[src/rtl/synchronization.sv]
// Receive-side PCS code-group synchronization (1000BASE-X style).
// Acquires comma alignment and tracks sync status, even/odd parity and SUDI.
module synchronization (
  input  logic       clock,
  input  logic       mr_main_reset,
  input  logic       mr_loopback,
  input  logic       signal_detect,
  input  logic [9:0] rx_code_group,
  output logic [9:0] SUDI,
  output logic       code_sync_status,
  output logic       rx_even
);

  typedef enum logic [12:0] {
    LOSS_OF_SYNC     = 13'b0000000000001,
    COMMA_DETECT_1   = 13'b0000000000010,
    ACQUIRE_SYNC_1   = 13'b0000000000100,
    COMMA_DETECT_2   = 13'b0000000001000,
    ACQUIRE_SYNC_2   = 13'b0000000010000,
    COMMA_DETECT_3   = 13'b0000000100000,
    SYNC_ACQUIRED_1  = 13'b0000001000000,
    SYNC_ACQUIRED_2  = 13'b0000010000000,
    SYNC_ACQUIRED_2A = 13'b0000100000000,
    SYNC_ACQUIRED_3  = 13'b0001000000000,
    SYNC_ACQUIRED_3A = 13'b0010000000000,
    SYNC_ACQUIRED_4  = 13'b0100000000000,
    SYNC_ACQUIRED_4A = 13'b1000000000000
  } state_t;

  state_t     state_q, state_d;
  logic       rx_even_q, rx_even_d;
  logic       status_q, status_d;
  logic [1:0] good_cgs_q, good_cgs_d;
  logic [9:0] sudi_q;

  logic [5:0] abcdei;
  logic [3:0] fghj;
  logic       valid6, valid4, is_comma, is_valid, is_k, is_d;
  logic       cgbad, cggood, link_ok;

  assign abcdei = rx_code_group[9:4];
  assign fghj   = rx_code_group[3:0];

  // 5b/6b sub-block, both running-disparity columns plus the K28 codes.
  always_comb begin
    valid6 = 1'b0;
    case (abcdei)
      6'b100111, 6'b011000,
      6'b011101, 6'b100010,
      6'b101101, 6'b010010,
      6'b110001,
      6'b110101, 6'b001010,
      6'b101001,
      6'b011001,
      6'b111000, 6'b000111,
      6'b111001, 6'b000110,
      6'b100101,
      6'b010101,
      6'b110100,
      6'b001101,
      6'b101100,
      6'b011100,
      6'b010111, 6'b101000,
      6'b011011, 6'b100100,
      6'b100011,
      6'b010011,
      6'b110010,
      6'b001011,
      6'b101010,
      6'b011010,
      6'b111010, 6'b000101,
      6'b110011, 6'b001100,
      6'b100110,
      6'b010110,
      6'b110110, 6'b001001,
      6'b001110,
      6'b101110, 6'b010001,
      6'b011110, 6'b100001,
      6'b101011, 6'b010100,
      6'b001111, 6'b110000: valid6 = 1'b1;
      default:              valid6 = 1'b0;
    endcase
  end

  // 3b/4b sub-block, including the alternate x.A7 encodings.
  always_comb begin
    valid4 = 1'b0;
    case (fghj)
      4'b1011, 4'b0100,
      4'b1001,
      4'b0101,
      4'b1100, 4'b0011,
      4'b1101, 4'b0010,
      4'b1010,
      4'b0110,
      4'b1110, 4'b0001,
      4'b0111, 4'b1000: valid4 = 1'b1;
      default:          valid4 = 1'b0;
    endcase
  end

  always_comb begin
    is_k = (abcdei == 6'b001111) || (abcdei == 6'b110000);
    case (rx_code_group)
      10'b111010_1000, 10'b000101_0111,
      10'b110110_1000, 10'b001001_0111,
      10'b101110_1000, 10'b010001_0111,
      10'b011110_1000, 10'b100001_0111: is_k = 1'b1;
      default: ;
    endcase
  end

  assign is_comma = (rx_code_group[9:3] == 7'b0011111) ||
                    (rx_code_group[9:3] == 7'b1100000);
  assign is_valid = valid6 & valid4;
  assign is_d     = is_valid & ~is_k;
  // A comma landing in an odd position counts as an error.
  assign cgbad    = ~is_valid | (is_comma & rx_even_q);
  assign cggood   = ~cgbad;
  assign link_ok  = signal_detect | mr_loopback;

  always_comb begin
    state_d = state_q;
    case (state_q)
      LOSS_OF_SYNC:     if (link_ok && is_comma) state_d = COMMA_DETECT_1;
      COMMA_DETECT_1:   state_d = is_d ? ACQUIRE_SYNC_1 : LOSS_OF_SYNC;
      ACQUIRE_SYNC_1: begin
        if (cgbad)                       state_d = LOSS_OF_SYNC;
        else if (!rx_even_q && is_comma) state_d = COMMA_DETECT_2;
      end
      COMMA_DETECT_2:   state_d = is_d ? ACQUIRE_SYNC_2 : LOSS_OF_SYNC;
      ACQUIRE_SYNC_2: begin
        if (cgbad)                       state_d = LOSS_OF_SYNC;
        else if (!rx_even_q && is_comma) state_d = COMMA_DETECT_3;
      end
      COMMA_DETECT_3:   state_d = is_d ? SYNC_ACQUIRED_1 : LOSS_OF_SYNC;
      SYNC_ACQUIRED_1:  if (cgbad) state_d = SYNC_ACQUIRED_2;
      SYNC_ACQUIRED_2:  state_d = cggood ? SYNC_ACQUIRED_2A : SYNC_ACQUIRED_3;
      SYNC_ACQUIRED_2A: begin
        if (cgbad)                   state_d = SYNC_ACQUIRED_3;
        else if (good_cgs_q == 2'd3) state_d = SYNC_ACQUIRED_1;
      end
      SYNC_ACQUIRED_3:  state_d = cggood ? SYNC_ACQUIRED_3A : SYNC_ACQUIRED_4;
      SYNC_ACQUIRED_3A: begin
        if (cgbad)                   state_d = SYNC_ACQUIRED_4;
        else if (good_cgs_q == 2'd3) state_d = SYNC_ACQUIRED_2;
      end
      SYNC_ACQUIRED_4:  state_d = cggood ? SYNC_ACQUIRED_4A : LOSS_OF_SYNC;
      SYNC_ACQUIRED_4A: begin
        if (cgbad)                   state_d = LOSS_OF_SYNC;
        else if (good_cgs_q == 2'd3) state_d = SYNC_ACQUIRED_3;
      end
      default:          state_d = LOSS_OF_SYNC;
    endcase
    if (!link_ok) state_d = LOSS_OF_SYNC;
  end

  // State actions are applied on every entry, self-loops included.
  always_comb begin
    rx_even_d  = ~rx_even_q;
    good_cgs_d = good_cgs_q;
    status_d   = 1'b0;
    case (state_d)
      COMMA_DETECT_1, COMMA_DETECT_2, COMMA_DETECT_3: rx_even_d = 1'b1;
      default: ;
    endcase
    case (state_d)
      SYNC_ACQUIRED_2, SYNC_ACQUIRED_3, SYNC_ACQUIRED_4: good_cgs_d = 2'd0;
      SYNC_ACQUIRED_2A, SYNC_ACQUIRED_3A, SYNC_ACQUIRED_4A:
        good_cgs_d = good_cgs_q + 2'd1;
      default: ;
    endcase
    case (state_d)
      SYNC_ACQUIRED_1, SYNC_ACQUIRED_2, SYNC_ACQUIRED_2A,
      SYNC_ACQUIRED_3, SYNC_ACQUIRED_3A,
      SYNC_ACQUIRED_4, SYNC_ACQUIRED_4A: status_d = 1'b1;
      default: ;
    endcase
  end

  always_ff @(posedge clock) begin
    if (mr_main_reset) begin
      state_q    <= LOSS_OF_SYNC;
      rx_even_q  <= 1'b0;
      status_q   <= 1'b0;
      good_cgs_q <= 2'd0;
      sudi_q     <= 10'd0;
    end else begin
      state_q    <= state_d;
      rx_even_q  <= rx_even_d;
      status_q   <= status_d;
      good_cgs_q <= good_cgs_d;
      sudi_q     <= rx_code_group;
    end
  end

  assign SUDI             = sudi_q;
  assign code_sync_status = status_q;
  assign rx_even          = rx_even_q;

endmodule

[config.mk]
export PLATFORM = sky130hd
export DESIGN_NAME = synchronization
export DESIGN_NICKNAME = d
export VERILOG_FILES = /design/src/rtl/synchronization.sv
export SDC_FILE = /design/constraint.sdc
export NUM_CORES = 1
export LEC_CHECK = 0
export ABC_AREA = 1
export CORE_ASPECT_RATIO = 0.7
export CORE_MARGIN = 2
export CORE_UTILIZATION = 56
export CTS_CLUSTER_DIAMETER = 30
export DETAILED_ROUTE_END_ITERATION = 10
export PLACE_DENSITY_LB_ADDON = 0.3
export SYNTH_ARGS = -nofsm -noshare
export SYNTH_HDL_FRONTEND = slang
export SYNTH_SLANG_ARGS = --single-unit
[constraint.sdc]
create_clock -name clock -period 2.4 [get_ports clock]
set_input_delay 0.48 -clock clock [delete_from_list [all_inputs] [get_ports clock]]
set_output_delay 0.48 -clock clock [all_outputs]
set_load 0.05 [all_outputs]
=== After elaboration in Yosys (flattened, before gate mapping) ===
Memories as Yosys holds them, arrays and structs flattened.
Index checks and enable logic that the tools add are counted.
W data, S select, Z words.

* Equality and inequality tests: 36
* Add/sub/neg operators: 1
* Mux-type cells: 24
* Reduce and logical (&&, ||, !) cells: 11
* Bitwise logic cells: 8

{| class="wikitable"
|+ Operators with widths
! cell !! number
|-
| $mux W13 || 14
|-
| $pmux W13 S13 || 1
|-
| $eq A10 B10 Y1 const B || 4
|-
| $eq A13 B10 Y1 const B || 2
|-
| $eq A13 B11 Y1 const B || 2
|-
| $eq A13 B12 Y1 const B || 2
|-
| $eq A13 B13 Y1 const B || 2
|-
| $eq A13 B2 Y1 const B || 2
|-
| $eq A13 B4 Y1 const B || 2
|-
| $eq A13 B6 Y1 const B || 2
|-
| $eq A13 B7 Y1 const B || 2
|-
| $eq A13 B8 Y1 const B || 2
|-
| $eq A13 B9 Y1 const B || 2
|-
| $eq A10 B9 Y1 const B || 2
|-
| $eq A13 B1 Y1 const B || 1
|-
| $eq A13 B3 Y1 const B || 1
|-
| $eq A13 B5 Y1 const B || 1
|-
| $mux W12 || 1
|-
| $eq A10 B7 Y1 const B || 1
|-
| $eq A10 B8 Y1 const B || 1
|-
| $mux W10 || 1
|-
| $reduce_or A3 Y1 || 3
|-
| $reduce_or A8 Y1 || 1
|-
| $eq A7 B5 Y1 const B || 1
|-
| 18 further kinds || 27
|}

* Register bits: 27
* Input port bits: 14
* Memories kept: 2
* Memory bits (read-only): 80
* Output and inout bits: 12
* Logic and storage cells: 87

{| class="wikitable"
|+ Memory list
! name !! words !! width !! read ports !! clocked after Yosys merged registers in !! wr ports !! line !! RTL
|-
| (name not given) || 64 || 1 || 1 || 0 || 0 || 47 || <nowiki>case (abcdei)</nowiki>
|-
| (name not given) || 16 || 1 || 1 || 0 || 0 || 88 || <nowiki>case (fghj)</nowiki>
|}

=== Depth between registers and ports, before layout ===
* Word-level depth: 11
* Depth in mapped cells: 15
* Gate-level depth less buffers: 15

=== Worst setup path before layout ===
No wires, ideal clock.

* Path kind: input -> register
* Start point: input port rx_code_group[8]
* End point: register status_q (netlist: code_sync_status)
* Stages: 11
* Arrival: 1618 ps
* Data required time: 2273 ps
* Path buffers: 0
* Library setup time: 127 ps
* Setup slack: 655 ps
* Cells stage by stage: nand2_1 > inv_1 > nand3_1 > nand3_2 > nor2_8 > nand3_2 > or2_2 > nand2_1 > nand2_1 > nand3_1 > nor3_2

* Word-level cells in the longest chain between the ends: 11
* Elaborated cells on any way between the ends: 51
* Those cells by class: 19 x eq/ne; 19 x mux; 6 x bitwise; 6 x reduce/logical; 1 x memory

{| class="wikitable"
|+ RTL lines
! item !! line !! RTL
|-
| start: declaration || 8 || <nowiki>input logic [9:0] rx_code_group,</nowiki>
|-
| branches (longest 6 deep; another with $mem_v2 Z64 W1) || n/a ||
|-
| $pmux W13 S13 * || 124 || <nowiki>case (state_q)</nowiki>
|-
| $mux W13 * || 155 || <nowiki>if (!link_ok) state_d = LOSS_OF_SYNC;</nowiki>
|-
| $eq A13 B7 Y1, or another cell as far along || 173 || <nowiki>case (state_d)</nowiki>
|-
| $reduce_or A7 Y1 * || 173 ||
|-
| $mux W1 * || 173 ||
|-
| end signal: assignment || 191 || <nowiki>status_q <= status_d;</nowiki>
|-
| end: declaration || 32 || <nowiki>logic status_q, status_d;</nowiki>
|}

Every way passes the cells marked *.
A chain may end at the register's enable or synchronous reset.

=== Worst setup path after layout ===
* Start point: input port rx_code_group[6]
* End point: register status_q (netlist: code_sync_status)

Same word-level chain as after synthesis.

==> metrics.txt <==
Die X=73.7 um; CTS H-tree lvls=1; CP peak stage delay=530 ps; leakage power=1.22 nW; CTS tree=built; Worst-path clk slew=100 ps; multi-input logic area=1180 um^2; Max-Cap Viols=0; Max Freq=457 MHz; # setup viols final=0; DRC Markers=0; crit-path leading delay family=simple AND/OR/NAND/NOR gates; Die H=52.8 um; Syn Nets=327; DRT Pass-1 Iters=4; Tot GR Track Use=26.4%; Worst Hold Margin=477 ps; worst slew pin tran=520 ps; Starting Density=59.8%; critical path required time=2590 ps; num ports=26; most used cell, CP=nand2_1; Clock Latency Late Sink=280 ps; # diodes=0; Worst Path Buf+Inv=2; flop2flop setup slack=230 ps; non-filler cells, final=387; Slowest-stage cell, CP=clkdlybuf4s50_1; first-pass GRT wire length=7.87 mm; Clock Tree Buf Depth=2; Layout Nets=365; status=finished clean; CP Capture Type=flop; post-DR wirelength/cell=12.3 um; Fill cells=275; RSZ-0062 raised after global routing=false; post-route ant nets=0; vias in the first global route=1812; CP max FO=7; Sink Count=27; flip-flop and latch count after synthesis=27; post-synthesis sequential area ratio=28.3%; Power Dens Cells=422 nW/um^2; number of cell rows=17; antenna violations before repair=0; Slew Viols, Final=0; Worst Path Arrival=2380 ps; Detailed Place HPWL=3.83 mm; register area=541 um^2; cells after synthesis=312; Cell variety after synth=31; initial drt markers=242; Routed WL=4.77 mm; Vias=2087; Setup Skew=7.22 ps; Final Hold Vio Count=0; Synth Cell Area=1910 um^2; Hold Crit Class=flop to flop; Slew headroom=64.4%; period utilization=91.2%; full die area=3900 um^2; Setup Slack @ Placement=-43.6 ps; Num CTS Buffers=3; synth-to-layout area growth=23.1%; VDD IR max=0.416 mV; setup ws final=211 ps; Post-Place Cells=382; IO buf count=25; final estimated routing congestion in global placement=0.934; largest net degree at the start of global routing=17; vias per inst=5.39; critical setup path kind=primary input to flop; share of post-route cells with drive strength above 1=14.6%; yosys warns=0; mean post-synth cell area=6.11 um^2; Root Driver=clkbuf_8; Setup crit start kind=primary input; most frequent cells in the layout=88 x nand2_1, 51 x nor2_1, 45 x inv_1; core footprint=3190 um^2; Final min period=2190 ps; CP cell instances=clkdlybuf4s50_1, inv_1, nand2_1, nand2_1, nand2_1, nand2_1, nor2_2, nand2_2, nor2_4, nand2_1, nand3_2, nand2_1, nand2_1, nand2_1, nand3_1, nor3_2; Remaining Overflow, GRT=0; commonest non-fill, non-tap cell in the layout=nand2_1
[final cells by class]
class                           instances  area share, %
Inverter                               48           7.68
Tap cell                               38           2.03
Timing Repair Buffer                   36           14.7
Clock inverter                          1          0.320
Multi-Input combinational cell        234           50.5
Sequential cell                        27           23.0
Clock buffer                            3           1.76
[per-layer routing]
metal	up-vias	routed length, um	global-route usage (%)
met5	-	0	0
met4	0	47	5.76
met3	6	413	8.08
met2	85	2130	43.5
met1	934	2180	34.0
li1	1062	-	-
[kinds of logic (layout without fill, tap and decap cells)]
family          Yosys count  after routing  synth area share, %
compound gates           18             18                 6.43
fa+ha+maj                 1              1                0.656
buf+inv                  52             88                 10.6
flops                    27             27                 28.3
simple gates            214            215                 53.9
[state kept, by name, indices dropped and copies added, names as in the netlist]
register          cells
SUDI                 10
state_q              13
rx_even               1
code_sync_status      1
good_cgs_q            2
[metrics by stage]
stage	TNS [ps]	utilization (%)	cell area (um^2)	power, mW
after floorplan	0	-	1910	0.632
after global placement	-15.2	71.4	2280	0.715
after detailed placement	-89.2	71.4	2280	0.721
after CTS	0	72.9	2330	0.993
after global routing	0	73.6	2350	1.03
final	0	73.6	2350	0.990
[final timing paths]
| kind | from | endpoint | depth (start not counted) |
|---|---|---|---|
| worst max-delay path | rx_code_group[6] | code_sync_status$_SDFF_PP0_ | 16 |
| worst min-delay path | good_cgs_q[1]$_SDFFE_PP0P_ | good_cgs_q[1]$_SDFFE_PP0P_ | 2 |
| worst max register to register | state_q[8]$_SDFF_PP0_ | state_q[7]$_SDFF_PP0_ | 9 |
| worst min register to register | good_cgs_q[1]$_SDFFE_PP0P_ | good_cgs_q[1]$_SDFFE_PP0P_ | 2 |
[repair_timing]
action	4_1_cts	5_1_grt
setup endpoints to repair	0	1
buffers inserted	0	0
hold buffers	0	0
resized for setup	0	2
[cell usage after synthesis]
cell type  count  area [um^2]
o2111ai_1      1         8.76
nand4_1       11         68.8
nor3_1         8         40.0
dfxtp_1       27          541
o21ai_0        5         25.0
a211oi_1       2         15.0
nor2_1        51          191
or2_1          1         6.26
a31oi_1        1         6.26
a21oi_1        4         20.0
nor2_8         1         20.0
nand2_1       89          334
inv_1         45          169
buf_6          1         11.3
clkbuf_1       3         11.3
or2_2          2         12.5
a22oi_1        1         7.51
nand2_4        3         33.8
nor3_2         1         10.0
nand3b_1       2         15.0
nand3_2        8         80.1
nand2_2        5         31.3
a2111oi_0      2         17.5
nor3b_1        1         7.51
nand3_1       21          105
a21oi_4        1         16.3
ha_1           1         12.5
nor2_2         8         50.1
nor2_4         2         22.5
inv_2          3         11.3
o22ai_1        1         6.26
[worst min-delay path, stage by stage (launching register included)]
cell and delay [ps]:
dfxtp_1 320, nand2_1 60, a21oi_1 50
[power breakdown]
part           switching (mW)  leakage (nW)  internal [mW]  total [mW]
clock                   0.151        0.0217          0.118       0.269
combinational           0.160         0.973         0.0932       0.253
sequential            0.00672         0.221          0.461       0.468
Note: power is estimated with default switching activity, not from simulation.
